**src/rtl/fwd_hazard_if.sv**
```systemverilog
// ID-stage hazard/forwarding bus.
// The ID stage is the master; the hazard unit is the slave.
interface fwd_hazard_if #(
  parameter int REG_W = 5
);
  logic             id_valid;
  logic [REG_W-1:0] id_rn;
  logic [REG_W-1:0] id_rm;
  logic             id_uses_rn;
  logic             id_uses_rm;
  logic [REG_W-1:0] id_rd;
  logic             id_reg_write;
  logic             id_mem_read;
  logic             flush;
  logic             stall;
  logic [1:0]       fwd_a;
  logic [1:0]       fwd_b;

  modport master (
    output id_valid, id_rn, id_rm,
    output id_uses_rn, id_uses_rm,
    output id_rd, id_reg_write,
    output id_mem_read, flush,
    input  stall, fwd_a, fwd_b
  );

  modport slave (
    input  id_valid, id_rn, id_rm,
    input  id_uses_rn, id_uses_rm,
    input  id_rd, id_reg_write,
    input  id_mem_read, flush,
    output stall, fwd_a, fwd_b
  );
endinterface

```
**src/rtl/fwd_hazard_unit.sv**
```systemverilog
// Operand forwarding select and load-use stall
// generation for the 5-stage pipeline.
module fwd_hazard_unit #(
  parameter int REG_W    = 5,
  parameter int ZERO_REG = 31,
  parameter int CNT_W    = 16
) (
  input  logic             clk,
  input  logic             reset,
  fwd_hazard_if.slave      id,
  output logic [CNT_W-1:0] stall_cnt,
  output logic [CNT_W-1:0] fwd_cnt
);

  localparam logic [REG_W-1:0] ZR =
    REG_W'(ZERO_REG);

  typedef struct packed {
    logic             valid;
    logic [REG_W-1:0] rd;
    logic             reg_write;
    logic             mem_read;
  } ent_t;

  ent_t ex_q;
  ent_t mem_q;
  ent_t wb_q;
  ent_t ex_d;

  logic       ex_a;
  logic       ex_b;
  logic       mem_a;
  logic       mem_b;
  logic       load_use;
  logic       bubble;
  logic [1:0] sel_a;
  logic [1:0] sel_b;
  logic [1:0] inc;
  logic [CNT_W:0] fsum;

  function automatic logic hit(
    input ent_t             p,
    input logic [REG_W-1:0] s,
    input logic             uses
  );
    return p.valid & p.reg_write &
           (p.rd == s) & (s != ZR) & uses;
  endfunction

  assign id.stall = id.id_valid & ~id.flush &
                    load_use;

  // Producer matching, next selects and next EX entry.
  always_comb begin
    ex_a  = hit(ex_q, id.id_rn, id.id_uses_rn);
    ex_b  = hit(ex_q, id.id_rm, id.id_uses_rm);
    mem_a = hit(mem_q, id.id_rn, id.id_uses_rn);
    mem_b = hit(mem_q, id.id_rm, id.id_uses_rm);

    load_use = ex_q.mem_read & (ex_a | ex_b);
    bubble   = ~id.id_valid | id.flush | load_use;

    // EX is the newer producer and wins over MEM.
    if (bubble)     sel_a = 2'b00;
    else if (ex_a)  sel_a = 2'b01;
    else if (mem_a) sel_a = 2'b10;
    else            sel_a = 2'b00;

    if (bubble)     sel_b = 2'b00;
    else if (ex_b)  sel_b = 2'b01;
    else if (mem_b) sel_b = 2'b10;
    else            sel_b = 2'b00;

    ex_d = '0;
    if (!bubble) begin
      ex_d.valid     = 1'b1;
      ex_d.rd        = id.id_rd;
      ex_d.reg_write = id.id_reg_write;
      ex_d.mem_read  = id.id_mem_read;
    end

    inc  = {1'b0, sel_a != 2'b00} +
           {1'b0, sel_b != 2'b00};
    fsum = {1'b0, fwd_cnt} +
           {{(CNT_W-1){1'b0}}, inc};
  end

  // Pipeline entry shift and registered selects.
  always_ff @(posedge clk) begin
    if (!reset) begin
      ex_q     <= '0;
      mem_q    <= '0;
      wb_q     <= '0;
      id.fwd_a <= 2'b00;
      id.fwd_b <= 2'b00;
    end else begin
      ex_q     <= ex_d;
      mem_q    <= ex_q;
      wb_q     <= mem_q;
      id.fwd_a <= sel_a;
      id.fwd_b <= sel_b;
    end
  end

  // Saturating stall and forward counters.
  always_ff @(posedge clk) begin
    if (!reset) begin
      stall_cnt <= '0;
      fwd_cnt   <= '0;
    end else begin
      if (id.stall && stall_cnt != '1)
        stall_cnt <= stall_cnt + 1'b1;
      if (fsum[CNT_W])
        fwd_cnt <= '1;
      else
        fwd_cnt <= fsum[CNT_W-1:0];
    end
  end

endmodule

```
**src/flat_wrapper.sv**
```systemverilog
// flat-port wrapper written by rule: the top's interface ports become plain ports
module fwd_hazard_unit_flat 
#(
  parameter int REG_W    = 5,
  parameter int ZERO_REG = 31,
  parameter int CNT_W    = 16
)
  (clk, reset, stall_cnt, fwd_cnt, id_id_valid, id_id_rn, id_id_rm, id_id_uses_rn, id_id_uses_rm, id_id_rd, id_id_reg_write, id_id_mem_read, id_flush, id_stall, id_fwd_a, id_fwd_b);
  fwd_hazard_if #(.REG_W(REG_W)) id_i ();
  input  logic clk;
  input  logic reset;
  output logic [CNT_W-1:0] stall_cnt;
  output logic [CNT_W-1:0] fwd_cnt;
  input wire logic [$bits(id_i.id_valid)-1:0] id_id_valid;
  input wire logic [$bits(id_i.id_rn)-1:0] id_id_rn;
  input wire logic [$bits(id_i.id_rm)-1:0] id_id_rm;
  input wire logic [$bits(id_i.id_uses_rn)-1:0] id_id_uses_rn;
  input wire logic [$bits(id_i.id_uses_rm)-1:0] id_id_uses_rm;
  input wire logic [$bits(id_i.id_rd)-1:0] id_id_rd;
  input wire logic [$bits(id_i.id_reg_write)-1:0] id_id_reg_write;
  input wire logic [$bits(id_i.id_mem_read)-1:0] id_id_mem_read;
  input wire logic [$bits(id_i.flush)-1:0] id_flush;
  output wire logic [$bits(id_i.stall)-1:0] id_stall;
  output wire logic [$bits(id_i.fwd_a)-1:0] id_fwd_a;
  output wire logic [$bits(id_i.fwd_b)-1:0] id_fwd_b;
  assign id_i.id_valid = id_id_valid;
  assign id_i.id_rn = id_id_rn;
  assign id_i.id_rm = id_id_rm;
  assign id_i.id_uses_rn = id_id_uses_rn;
  assign id_i.id_uses_rm = id_id_uses_rm;
  assign id_i.id_rd = id_id_rd;
  assign id_i.id_reg_write = id_id_reg_write;
  assign id_i.id_mem_read = id_id_mem_read;
  assign id_i.flush = id_flush;
  assign id_stall = id_i.stall;
  assign id_fwd_a = id_i.fwd_a;
  assign id_fwd_b = id_i.fwd_b;
  fwd_hazard_unit #(.REG_W(REG_W), .ZERO_REG(ZERO_REG), .CNT_W(CNT_W)) u_core (.clk(clk), .reset(reset), .id(id_i), .stall_cnt(stall_cnt), .fwd_cnt(fwd_cnt));
endmodule
```
**config.mk**
```make
export PLATFORM = sky130hd
export DESIGN_NAME = fwd_hazard_unit_flat
export DESIGN_NICKNAME = d
export VERILOG_FILES = /design/src/rtl/fwd_hazard_if.sv /design/src/rtl/fwd_hazard_unit.sv /design/src/flat_wrapper.sv
export SDC_FILE = /design/constraint.sdc
export NUM_CORES = 1
export LEC_CHECK = 0
export CAP_MARGIN = 20
export CORE_ASPECT_RATIO = 0.6
export CORE_UTILIZATION = 28
export DETAILED_ROUTE_END_ITERATION = 10
export PLACE_DENSITY = 0.56
export SYNTH_ARGS = -nofsm -noshare
export SYNTH_HDL_FRONTEND = slang
export SYNTH_SLANG_ARGS = --single-unit
```
**constraint.sdc**
```tcl
create_clock -name clk -period 3.71 [get_ports clk]
set_clock_uncertainty 0.15 [all_clocks]
set_input_delay 0.371 -clock clk [delete_from_list [all_inputs] [get_ports clk]]
set_output_delay 0.371 -clock clk [all_outputs]
set_load 0.005 [all_outputs]
```
Word-level counts from Yosys, hierarchy flattened

Index checks and enable logic that the tools add are counted.

Add/sub/neg operators: 3
Multipliers: 0
Divide/modulo/power cells: 0
Order comparisons: 0
Eq/ne operators: 7
Shifts and indexed selects: 0
Multiplexer cells: 8
Bitwise gates (word level): 23
Reduce and logical (&&, ||, !) cells: 4

Operators with widths:

| cell                                                            | count |
|---|---|
| 5-bit == test                                                   | 4 |
| 16-bit by 2-bit adder with 17-bit output                        | 1 |
| 1-bit AND                                                       | 17 |
| 16-bit by 1-bit adder with 16-bit output, second input constant | 1 |
| 16-bit two-way mux                                              | 1 |
| 16-bit != test, second input constant                           | 1 |
| 2-bit two-way mux                                               | 6 |
| 5-bit != test, second input constant                            | 2 |
| 8-bit two-way mux                                               | 1 |
| 2-bit nonzero test                                              | 2 |
| 1-bit NOT                                                       | 3 |
| 1-bit bitwise OR                                                | 3 |
| 1-bit by 1-bit adder with 2-bit output                          | 1 |
| 2-bit OR reduction                                              | 1 |
| 1-bit logical AND                                               | 1 |

Register bits: 51
Latch bits: 0
Bits in writable memories: 0
Memory bits (read-only): 0
Input port bits: 23
Output and inout port bits: 37
Word-level logic and storage cells: 56
Memories: 0

Depth between registers and ports, before layout

Gate-level depths: netlist of the first run.

Depth after elaboration: 12
Gate-level depth with buffers: 15
Depth with buffers taken out: 15

Worst setup path before layout of the first run

No wires, ideal clock.

Path kind: in2reg
From: input id_id_rn[2]
To: register u_core.fwd_cnt[3]
Library setup time: 0.072 ns
Arrival time: 3.159 ns
Data required time: 3.488 ns
Slack: 0.329 ns
Cell stages on the path: 15
Path buffers: 1
Path through: nand3_1 > o21ai_1 > nor4_4 > o21ai_1 > and2_1 > o21ai_0 > fa_1 > inv_1 > ha_1 > and4_1 > nand3_1 > nor3_1 > nand4_1 > clkbuf_1 > a21oi_1

Cells in the longest elaborated chain, start to end: 12
Elaborated cells between the ends (all ways): 21
Those cells by class: 2 x add/sub; 3 x eq/ne; 5 x mux; 9 x bitwise; 2 x reduce/logical

Ends and longest elaborated chain:

| element                                      | RTL line                                     | RTL |
|---|---|---|
| start: declaration                           | flat_wrapper.sv:15                           | `input wire logic [$bits(id_i.id_rn)-1:0] id_id_rn;` |
| 5-bit == test                                | fwd_hazard_unit.sv:47                        | `(p.rd == s) & (s != ZR) & uses;` |
| 1-bit AND                                    | fwd_hazard_unit.sv:46                        | `return p.valid & p.reg_write &` |
| 1-bit AND (2 in a row)                       | fwd_hazard_unit.sv:47                        |  |
| 1-bit bitwise OR                             | fwd_hazard_unit.sv:60                        | `load_use = ex_q.mem_read & (ex_a \| ex_b);` |
| 1-bit AND                                    | fwd_hazard_unit.sv:60                        |  |
| 1-bit bitwise OR                             | fwd_hazard_unit.sv:61                        | `bubble = ~id.id_valid \| id.flush \| load_use;` |
| 2-bit two-way mux, on equally long branches  | fwd_hazard_unit.sv:64, fwd_hazard_unit.sv:69 |  |
| 2-bit nonzero test, on equally long branches | fwd_hazard_unit.sv:82, fwd_hazard_unit.sv:83 |  |
| 1-bit by 1-bit adder with 2-bit output (*)   | fwd_hazard_unit.sv:82                        | `inc = {1'b0, sel_a != 2'b00} +` |
| 16-bit by 2-bit adder with 17-bit output (*) | fwd_hazard_unit.sv:84                        | `fsum = {1'b0, fwd_cnt} +` |
| 16-bit two-way mux (*)                       | fwd_hazard_unit.sv:113                       | `if (fsum[CNT_W])` |
| end signal: assignment                       | fwd_hazard_unit.sv:116                       | `fwd_cnt <= fsum[CNT_W-1:0];` |
| end: declaration                             | fwd_hazard_unit.sv:12                        | `output logic [CNT_W-1:0] fwd_cnt` |

Mark *: on every way between the ends. The rest lies on a longest branch, timed or not.
A chain may end at the register's enable or synchronous reset.

Final worst setup path of the first run

From: input id_id_rn[1]
To: register u_core.fwd_cnt[12]

Same word-level chain as after synthesis.

==> results of run 1 <==
cell type report:
cell class,instances,area share
Clock buffer,6,0.0374
Tap cell,108,0.0392
Multi-Input combinational cell,194,0.376
Timing Repair Buffer,83,0.226
Inverter,7,0.00762
Sequential cell,51,0.296
Clock inverter,2,0.0174
final timing paths:
check	from	to	slack, ps	cells past startpoint
hold / removal	u_core.ex_q[1]	u_core.mem_q[1]	310	1
hold reg to reg	u_core.ex_q[1]	u_core.mem_q[1]	310	1
setup reg to reg	u_core.mem_q[2]	u_core.fwd_cnt[12]	370	15
setup / recovery	id_id_rn[1]	u_core.fwd_cnt[12]	180	16
cells by family after synthesis:
kind of cell    Yosys count  share of synthesized area
simple gates            111                      0.274
flops                    51                      0.439
compound gates           45                      0.110
xor+xnor                 31                      0.117
buf+inv                  15                     0.0247
mux                       4                     0.0172
fa+ha+maj                 3                     0.0194
flip-flops by register name, indices dropped and copies added (netlist names):
| register | count |
|---|---|
| u_core.fwd_cnt | 16 |
| u_core.stall_cnt | 16 |
| u_core.ex_q | 8 |
| u_core.mem_q | 7 |
| u_core.id.fwd_a | 2 |
| u_core.id.fwd_b | 2 |
synthesized netlist by cell type (3+ instances only):
master / instances
o21ai_1: 3
inv_1: 6
nand2b_1: 5
dfxtp_1: 51
nor2_1: 12
nand2_1: 20
nor3_1: 4
o21ai_0: 10
nand4_1: 8
a21oi_1: 21
and2_1: 18
and4_1: 4
nand3_1: 16
clkbuf_1: 7
or3_1: 7
and3_1: 4
xnor2_1: 21
mux2i_1: 4
xor2_1: 10
timing repair:
item                       in CTS  in global routing
gates cloned                    0                  0
buffers inserted                0                  1
pin swaps                       0                  5
setup endpoints to repair      12                 15
resized for setup               2                 14
per-layer routing:
| metal | vias up | share of wire | GRT usage |
|---|---|---|---|
| li1 | 1075 | - | - |
| met1 | 960 | 0.56 | 0.207 |
| met2 | 49 | 0.38 | 0.197 |
| met3 | 5 | 0.055 | 0.0367 |
| met4 | 0 | 0.0052 | 0.0333 |
| met5 | - | 0 | 0 |
power groups by stage:
stage	Clock, mW	Combinational, mW	Sequential [mW]
global placement	0	0.0713	0.566
detailed placement	0	0.0711	0.566
floorplan	0	0.0282	0.566
global route	0.615	0.0804	0.554
finish	0.580	0.0739	0.554
CTS	0.597	0.0720	0.554
==> impl_results.md, run 1 <==
* Crit path time final at 3530 ps
* Initial Util at 0.292
* Syn Nets at 286
* Die height at 72.6 um
* Most used flip-flop cell after synthesis: dfxtp_1
* RSZ-0062 raised after global routing: no
* Post-layout util at 0.432
* DR vias/cell at 4.63
* Die Span X at 120 um
* Flops & latches, synth at 51
* Status: finished clean
* Routed WL at 5.96 mm
* Maximum clock path buffer count at 2
* Logic gate share of total power at 0.061
* Cell Area, Placed at 3190 um^2
* Final setup fails at 0
* Clock share of power at 0.480
* DRC at 0
* Sw power at 0.229 mW
* Final period utilization at 0.952
* I/O Buffers at 59
* Register area at 1020 um^2
* Sequential fraction of design power at 0.459
* Leak Pwr at 1.24 nW
* Share of the synthesized area in the top cell type at 0.439
* # hold bufs at CTS at 0
* Endpoints failing hold at 0
* Highest Clock Rate at 283 MHz
* Root Buffer: clkbuf_16
* Data required, critical path at 3710 ps
* Fillers at 803
* Largest net degree at the start of global routing at 26
* Worst-Margin Slew at 745 ps
* Initial antenna violation count at 0
* Switching share of power at 0.189
* Layout area overhead at 48.2%
* Initial DRC count at 77
* Gr ovfl total at 0
* Pre-CTS setup slack at -324 ps
* Layout cell share with drive strength beyond 1 at 0.122
* Slew Viols, Final at 0
* Buffers & Inverters on Critical Path at 4
* Final hold slack at 305 ps
* Clock buffer count from CTS at 5
* Most frequent cells in the layout: clkdlybuf4s50_1 (55), dfxtp_1 (51), buf_4 (24)
* Cell family with the largest share of critical-path delay: simple AND/OR/NAND/NOR gates
* Worst skew pair latency at 280 ps
* First-pass GRT wire length at 9.46 mm
* CP max FO at 3
* Worst min path class: reg2reg
* Nets at 368
* Vias at 2089
* Critical Path AT at 3530 ps
* Number of global-route vias before repair at 1922
* Synthesized area per cell at 8.95 um^2
* DRT antenna net count at 0
* Setup ws final at 178 ps
* FP Rows at 25
* # IOs at 60
* Async S/R FF share, synth at 0
* Yosys Warn Count at 0
* Critical path's slowest cell: clkdlybuf4s50_1
* DP HPWL at 4.31 mm
* CP Cell Sequence: clkdlybuf4s50_1, buf_4, xor2_1, or3_1, nor3_2, o21ai_2, fa_2, inv_1, ha_1, and4_1, nand3_1, buf_4, nor2_2, and3_1, and3_1, nor3_1
* Htree depth at 2
* Post-synth EDFFs at 0
* Fin area at 3450 um^2
* Reg clk slew, reported paths at 70 ps
* CTS tree: built
* Largest stage delay, worst path at 470 ps
* Total of max-cap violations at 0
* Top cells by area in the synthesized netlist: dfxtp_1 (44%), xnor2_1 (7.9%), and2_1 (4.8%)
* Sequential fraction of the synthesis area at 0.439
* Most common cell after layout, fill and taps aside: clkdlybuf4s50_1
* Power Total at 1.21 mW
* Syn Inst Count at 260
* Area leader, netlist: dfxtp_1
* DIE AREA at 8690 um^2
* # placed instances at 441
* CP endpoint kind: flop
* Pwr dens at 350 nW/um^2
* Relative slew slack at 0.500
* Peak supply drop at 251 uV
* Core area at 7980 um^2
* Sum Neg Setup Slack at 0 ps
* Critical Path Start Type: input port
* WS Path Type: in2reg
* Layout Cells excl Fill at 451
* Drt first pass iters at 5
* Antenna Cells at 0
* Synth unique cells at 40
* Total GRT Usage at 0.139
* # clock sinks at 51
* Wire per inst at 13.2 um
* Mapped Area at 2330 um^2
* Area of the multi-input gates at 1300 um^2
* RePlAce Congestion at 0.777
* Int Power at 0.979 mW
No activity file was read; power rests on OpenSTA's default activity.
==> run 2: changes to the inputs <==
--- a/config.mk
+++ b/config.mk
@@ -7,7 +7,9 @@
 export LEC_CHECK = 0
 export CAP_MARGIN = 20
 export CORE_ASPECT_RATIO = 0.6
+export CORE_MARGIN = 10
 export CORE_UTILIZATION = 28
+export CTS_CLUSTER_DIAMETER = 200
 export DETAILED_ROUTE_END_ITERATION = 10
 export PLACE_DENSITY = 0.56
 export SYNTH_ARGS = -nofsm -noshare
==> run 2 against run 1 <==
  * Fmax up 3.5%
  * Via count rose by 0.38%
  * Global-route usage decreased by 3.2 points
  * Largest power group unchanged
==> impl_results.md, run 2 (same netlist as run 1, synthesis figures left out) <==
* Status: finished clean
* Post-layout util at 0.432 (-0.000471)
* Pwr dens at 354 nW/um^2 (+1.0%)
* DIE AREA at 12500 um^2 (+44%)
* Most frequent cells in the layout: clkdlybuf4s50_1 (54), dfxtp_1 (51), xnor2_1 (21), a21oi_1 (21), buf_4 (21)
* Worst-Margin Slew at 721 ps (-24.1 ps)
* Gr ovfl total at 0 (unchanged)
* Worst min path class: reg2reg
* Total GRT Usage at 0.107 (-0.0324)
* Final hold slack at 311 ps (+5.92 ps)
* Core area at 7980 um^2 (unchanged)
* Initial DRC count at 81 (+5.2%)
* Post-CTS setup buffers at 0 (unchanged)
* Endpoints failing hold at 0 (unchanged)
* Leak Pwr at 1.24 nW (+0.33%)
* Clock buffer count from CTS at 5 (unchanged)
* Peak supply drop at 155 uV (-38%)
* # clock sinks at 51 (unchanged)
* Met3 GRT Util at 0.0461 (+0.00939)
* Fillers at 797 (-0.75%)
* Pre-CTS setup slack at -310 ps (+14.4 ps)
* Worst r2r dst: u_core.fwd_cnt[12]
* Root Buffer: clkbuf_16
* Relative slew slack at 0.517 (+0.0162)
* Nets at 366 (-0.54%)
* Cell Area, Placed at 3180 um^2 (-0.24%)
* Critical Path AT at 3420 ps (-110 ps)
* Die height at 90.6 um (+25%)
* WS Path Type: in2reg
* Worst skew pair latency at 290 ps (about the same)
* Slew Viols, Final at 0 (unchanged)
* Maximum clock path buffer count at 2 (unchanged)
* # IOs at 60 (unchanged)
* Die Span X at 138 um (+15%)
* Hold path depth at 1 (unchanged)
* FF-to-FF setup slack at 470 ps (+100 ps)
* Crit path time final at 3410 ps (-121 ps)
* Initial antenna violation count at 0 (unchanged)
* Drt first pass iters at 4 (-1)
* Vias at 2097 (+0.38%)
* Number of global-route vias before repair at 2116 (+10%)
* CP endpoint kind: flop
* Largest net degree at the start of global routing at 26 (unchanged)
* Highest Clock Rate at 293 MHz (+3.5%)
* Final period utilization at 0.920 (-0.0325)
* Initial Util at 0.292 (unchanged)
* Most common cell after layout, fill and taps aside: clkdlybuf4s50_1
* Critical Path Start Type: input port
* DR vias/cell at 4.67 (+0.83%)
* Layout area overhead at 48.1%
* RePlAce Congestion at 0.845 (+8.7%)
* Worst R2R Path Depth at 15 (unchanged)
* I/O Buffers at 59 (unchanged)
* DRT antenna net count at 0 (unchanged)
* Met2 Use GR at 0.143 (-0.0541)
* Final setup fails at 0 (unchanged)
* CTS tree: built
* Largest regs: u_core.fwd_cnt (16), u_core.stall_cnt (16), u_core.ex_q (8)
* Hold Path End: u_core.mem_q[7]
* Routed WL at 6.62 mm (+11%)
* # placed instances at 440 (-0.23%)
* HP Start: u_core.ex_q[7]
* R2R Path Start: u_core.mem_q[2]
* CP max FO at 3 (unchanged)
* Total of max-cap violations at 0 (unchanged)
* Data required, critical path at 3720 ps (about the same)
* Busiest grt layer: met1
* Fin area at 3450 um^2 (-0.11%)
* RSZ-0062 raised after global routing: no
* FP Rows at 25 (unchanged)
* Reg clk slew, reported paths at 70 ps (about the same)
* Wire per inst at 14.7 um (+12%)
* Layout Cells excl Fill at 449 (-0.44%)
* Setup ws final at 299 ps (+121 ps)
* First-pass GRT wire length at 10.9 mm (+15%)
* Layout cell share with drive strength beyond 1 at 0.114 (-0.00808)
* Met1 usage at 0.153 (-0.0540)
* Antenna Cells at 0 (unchanged)
* DP HPWL at 4.91 mm (+14%)
* DRC at 0 (unchanged)
* Htree depth at 2 (unchanged)
-- run 2: area by class of cell --
class	instances	area (um^2)	area share
multi-input combinational	194	1300	0.377
sequential	51	1020	0.296
timing repair buffer	81	772	0.224
tap	108	135	0.0392
clock buffer	5	125	0.0363
clock inverter	3	67.6	0.0196
inverter	7	26.3	0.00763
-- run 2: worst max-delay path: stages --
cell and delay, ps:
clkdlybuf4s50_1 430, buf_4 160, xnor2_1 180, nand4_1 150, nor4_2 230, buf_4 150, o21ai_0 100, fa_2 360
inv_1 80, ha_1 160, and4_1 230, nand3_1 120, buf_4 170, nor2_1 130, and3_1 190, and3_1 160
nor3_1 40
-- run 2: how the worst max path moves through the flow --
stage	slack, ps	start	depth (start not counted)	end
6_report	300	id_id_rm[2]	17	u_core.fwd_cnt[12]
4_1_cts	30	id_id_rn[0]	15	u_core.fwd_cnt[10]
2_1_floorplan	330	id_id_rn[2]	15	u_core.fwd_cnt[3]
3_3_place_gp	-170	id_id_rn[0]	15	u_core.fwd_cnt[11]
5_1_grt	20	id_id_rm[2]	17	u_core.fwd_cnt[12]
3_5_place_dp	-310	id_id_rn[0]	16	u_core.fwd_cnt[10]
-- run 2: repair_timing --
item / CTS / global route
gates resized for setup: 2 / 15
setup endpoints to repair: 5 / 15
hold buffers: 0 / 0
pin swaps: 0 / 5
-- run 2: metal layers --
layer,wire (um),up-vias
met5,0,-
met3,502,5
li1,-,1071
met1,3510,978
met2,2580,43
met4,31,0
-- run 2: power by group --
part	leakage, nW	internal, mW	switching, mW	total, mW
clock network	0.0900	0.386	0.205	0.591
registers	0.412	0.551	0.00299	0.554
logic	0.742	0.0407	0.0335	0.0741
total	1.24	0.978	0.241	1.22
-- run 2: per-stage QoR --
step / TNS (ps) / total power [mW]
CTS: 0 / 1.23
global route: 0 / 1.26
global placement: -2170 / 0.638
floorplan: 0 / 0.594
detailed placement: -3970 / 0.637
finish: 0 / 1.22
==> run 3: changes to the inputs <==
--- a/config.mk
+++ b/config.mk
@@ -5,13 +5,15 @@
 export SDC_FILE = /design/constraint.sdc
 export NUM_CORES = 1
 export LEC_CHECK = 0
-export CAP_MARGIN = 20
+export CAP_MARGIN = 15
 export CORE_ASPECT_RATIO = 0.6
 export CORE_MARGIN = 10
 export CORE_UTILIZATION = 28
 export CTS_CLUSTER_DIAMETER = 200
 export DETAILED_ROUTE_END_ITERATION = 10
 export PLACE_DENSITY = 0.56
+export SKIP_CTS_REPAIR_TIMING = 1
+export SKIP_LAST_GASP = 1
 export SYNTH_ARGS = -nofsm -noshare
 export SYNTH_HDL_FRONTEND = slang
 export SYNTH_SLANG_ARGS = --single-unit
==> run 3 against run 2 <==
  * Critical path depth is the same
  * Design area is essentially flat
  * Power is essentially flat
  * First-iteration DRC count is the same
  * Global-route usage is the same
  * Via count grew 0.43%
  * Die area is the same
  * Critical endpoint unchanged
==> impl_results.md, run 3 (same netlist as run 1, synthesis figures left out) <==
* Endpoints failing hold at 0 (unchanged)
* DRT antenna net count at 0 (unchanged)
* Most frequent cells in the layout: clkdlybuf4s50_1 (54), dfxtp_1 (51), buf_4 (22)
* Met3 GRT Util at 0.0461 (unchanged)
* First-pass GRT wire length at 10.9 mm (unchanged)
* Core area at 7980 um^2 (unchanged)
* Nets at 366 (unchanged)
* Vias at 2106 (+0.43%)
* Root Buffer: clkbuf_16
* Total GRT Usage at 0.107 (unchanged)
* Gr ovfl total at 0 (unchanged)
* FP Rows at 25 (unchanged)
* Largest regs: u_core.fwd_cnt (16), u_core.stall_cnt (16), u_core.ex_q (8)
* Layout cell share with drive strength beyond 1 at 0.117 (+0.00293)
* I/O Buffers at 59 (unchanged)
* Initial antenna violation count at 0 (unchanged)
* # clock sinks at 51 (unchanged)
* Htree depth at 2 (unchanged)
* Final period utilization at 0.919 (about the same)
* DR vias/cell at 4.69 (+0.43%)
* Worst R2R Path Depth at 15 (unchanged)
* Peak supply drop at 156 uV (+0.32%)
* Drt first pass iters at 4 (unchanged)
* Number of global-route vias before repair at 2118 (+0.095%)
* Worst-Margin Slew at 721 ps (+0.431 ps)
* Initial DRC count at 81 (unchanged)
* RePlAce Congestion at 0.845 (unchanged)
* RSZ-0062 raised after global routing: no
* CP max FO at 3 (unchanged)
* Worst min path class: reg2reg
* Routed WL at 6.62 mm (about the same)
* Critical Path Start Type: input port
* DP HPWL at 4.91 mm (unchanged)
* WS Path Type: in2reg
* Leak Pwr at 1.24 nW (about the same)
* CTS tree: built
* Met2 Use GR at 0.143 (unchanged)
* Largest net degree at the start of global routing at 26 (unchanged)
* Critical Path AT at 3410 ps (about the same)
* Clock buffer count from CTS at 5 (unchanged)
* Layout Cells excl Fill at 449 (unchanged)
* Die height at 90.6 um (unchanged)
* Met1 usage at 0.153 (unchanged)
* Setup ws final at 302 ps (+3.20 ps)
* Most common cell after layout, fill and taps aside: clkdlybuf4s50_1
* Reg clk slew, reported paths at 70 ps (about the same)
* Die Span X at 138 um (unchanged)
* Power Total at 1.22 mW (about the same)
* Final setup fails at 0 (unchanged)
* Cell Area, Placed at 3180 um^2 (unchanged)
* Antenna Cells at 0 (unchanged)
* Hold path depth at 1 (unchanged)
* Relative slew slack at 0.516 (about the same)
* Total of max-cap violations at 0 (unchanged)
* Highest Clock Rate at 293 MHz (about the same)
* # placed instances at 440 (unchanged)
* CP endpoint kind: flop
* Pre-CTS setup slack at -310 ps (unchanged)
* Crit path time final at 3410 ps (-3.20 ps)
* DRC at 0 (unchanged)
* Pwr dens at 354 nW/um^2 (about the same)
* Worst skew pair latency at 290 ps (about the same)
* # IOs at 60 (unchanged)
* Slew Viols, Final at 0 (unchanged)
* Initial Util at 0.292 (unchanged)
* Layout area overhead at 48.1% (about the same)
* Maximum clock path buffer count at 2 (unchanged)
* Data required, critical path at 3720 ps (about the same)
* Wire per inst at 14.7 um (about the same)
* Fin area at 3450 um^2 (about the same)
* DIE AREA at 12500 um^2 (unchanged)
* Busiest grt layer: met1
* Status: finished clean
## run 3: area by class of cell
cell class	instances	area, um^2
Fill cell	797	4530
Multi-Input combinational cell	194	1300
Sequential cell	51	1020
Timing Repair Buffer	81	768
Tap cell	108	135
Clock buffer	5	125
Clock inverter	3	67.6
Inverter	7	26.3
## run 3: power by group
| group | switching [mW] | internal [mW] | leakage (nW) |
|---|---|---|---|
| Clock | 0.204 | 0.386 | 0.0900 |
| Combinational | 0.0339 | 0.0408 | 0.741 |
| Sequential | 0.00300 | 0.551 | 0.412 |
| Total | 0.241 | 0.978 | 1.24 |
## run 3: worst max-delay path, cell delays in order
cell and delay [ps]:
clkdlybuf4s50_1 430, buf_4 160, xnor2_1 180, nand4_1 150, nor4_2 230, buf_4 150, o21ai_0 100, fa_2 360
inv_1 80, ha_1 160, and4_1 230, nand3_1 120, buf_4 170, nor2_1 130, and3_1 190, and3_1 160
nor3_1 40
## run 3: final timing paths
path                                       from                 end  slack (ps)
worst max register to register  u_core.mem_q[2]  u_core.fwd_cnt[12]         470
worst max-delay path                id_id_rm[2]  u_core.fwd_cnt[12]         300
worst min-delay path             u_core.ex_q[7]     u_core.mem_q[7]         310
worst min register to register   u_core.ex_q[7]     u_core.mem_q[7]         310
## run 3: metal layers
metal | wire length (um) | vias to the layer above
met3 | 502 | 5
met5 | 0 | -
met1 | 3500 | 986
met2 | 2580 | 43
met4 | 31 | 0
li1 | - | 1072
## run 3: metrics by stage
| stage | hold slack, ps | setup TNS, ps | utilization |
|---|---|---|---|
| after detailed placement | 294 | -3970 | 0.399 |
| after global routing | 354 | 0 | 0.432 |
| after CTS | 310 | -51.3 | 0.423 |
| after global placement | 288 | -2170 | 0.399 |
| final | 311 | 0 | 0.432 |
| after floorplan | 280 | 0 | - |
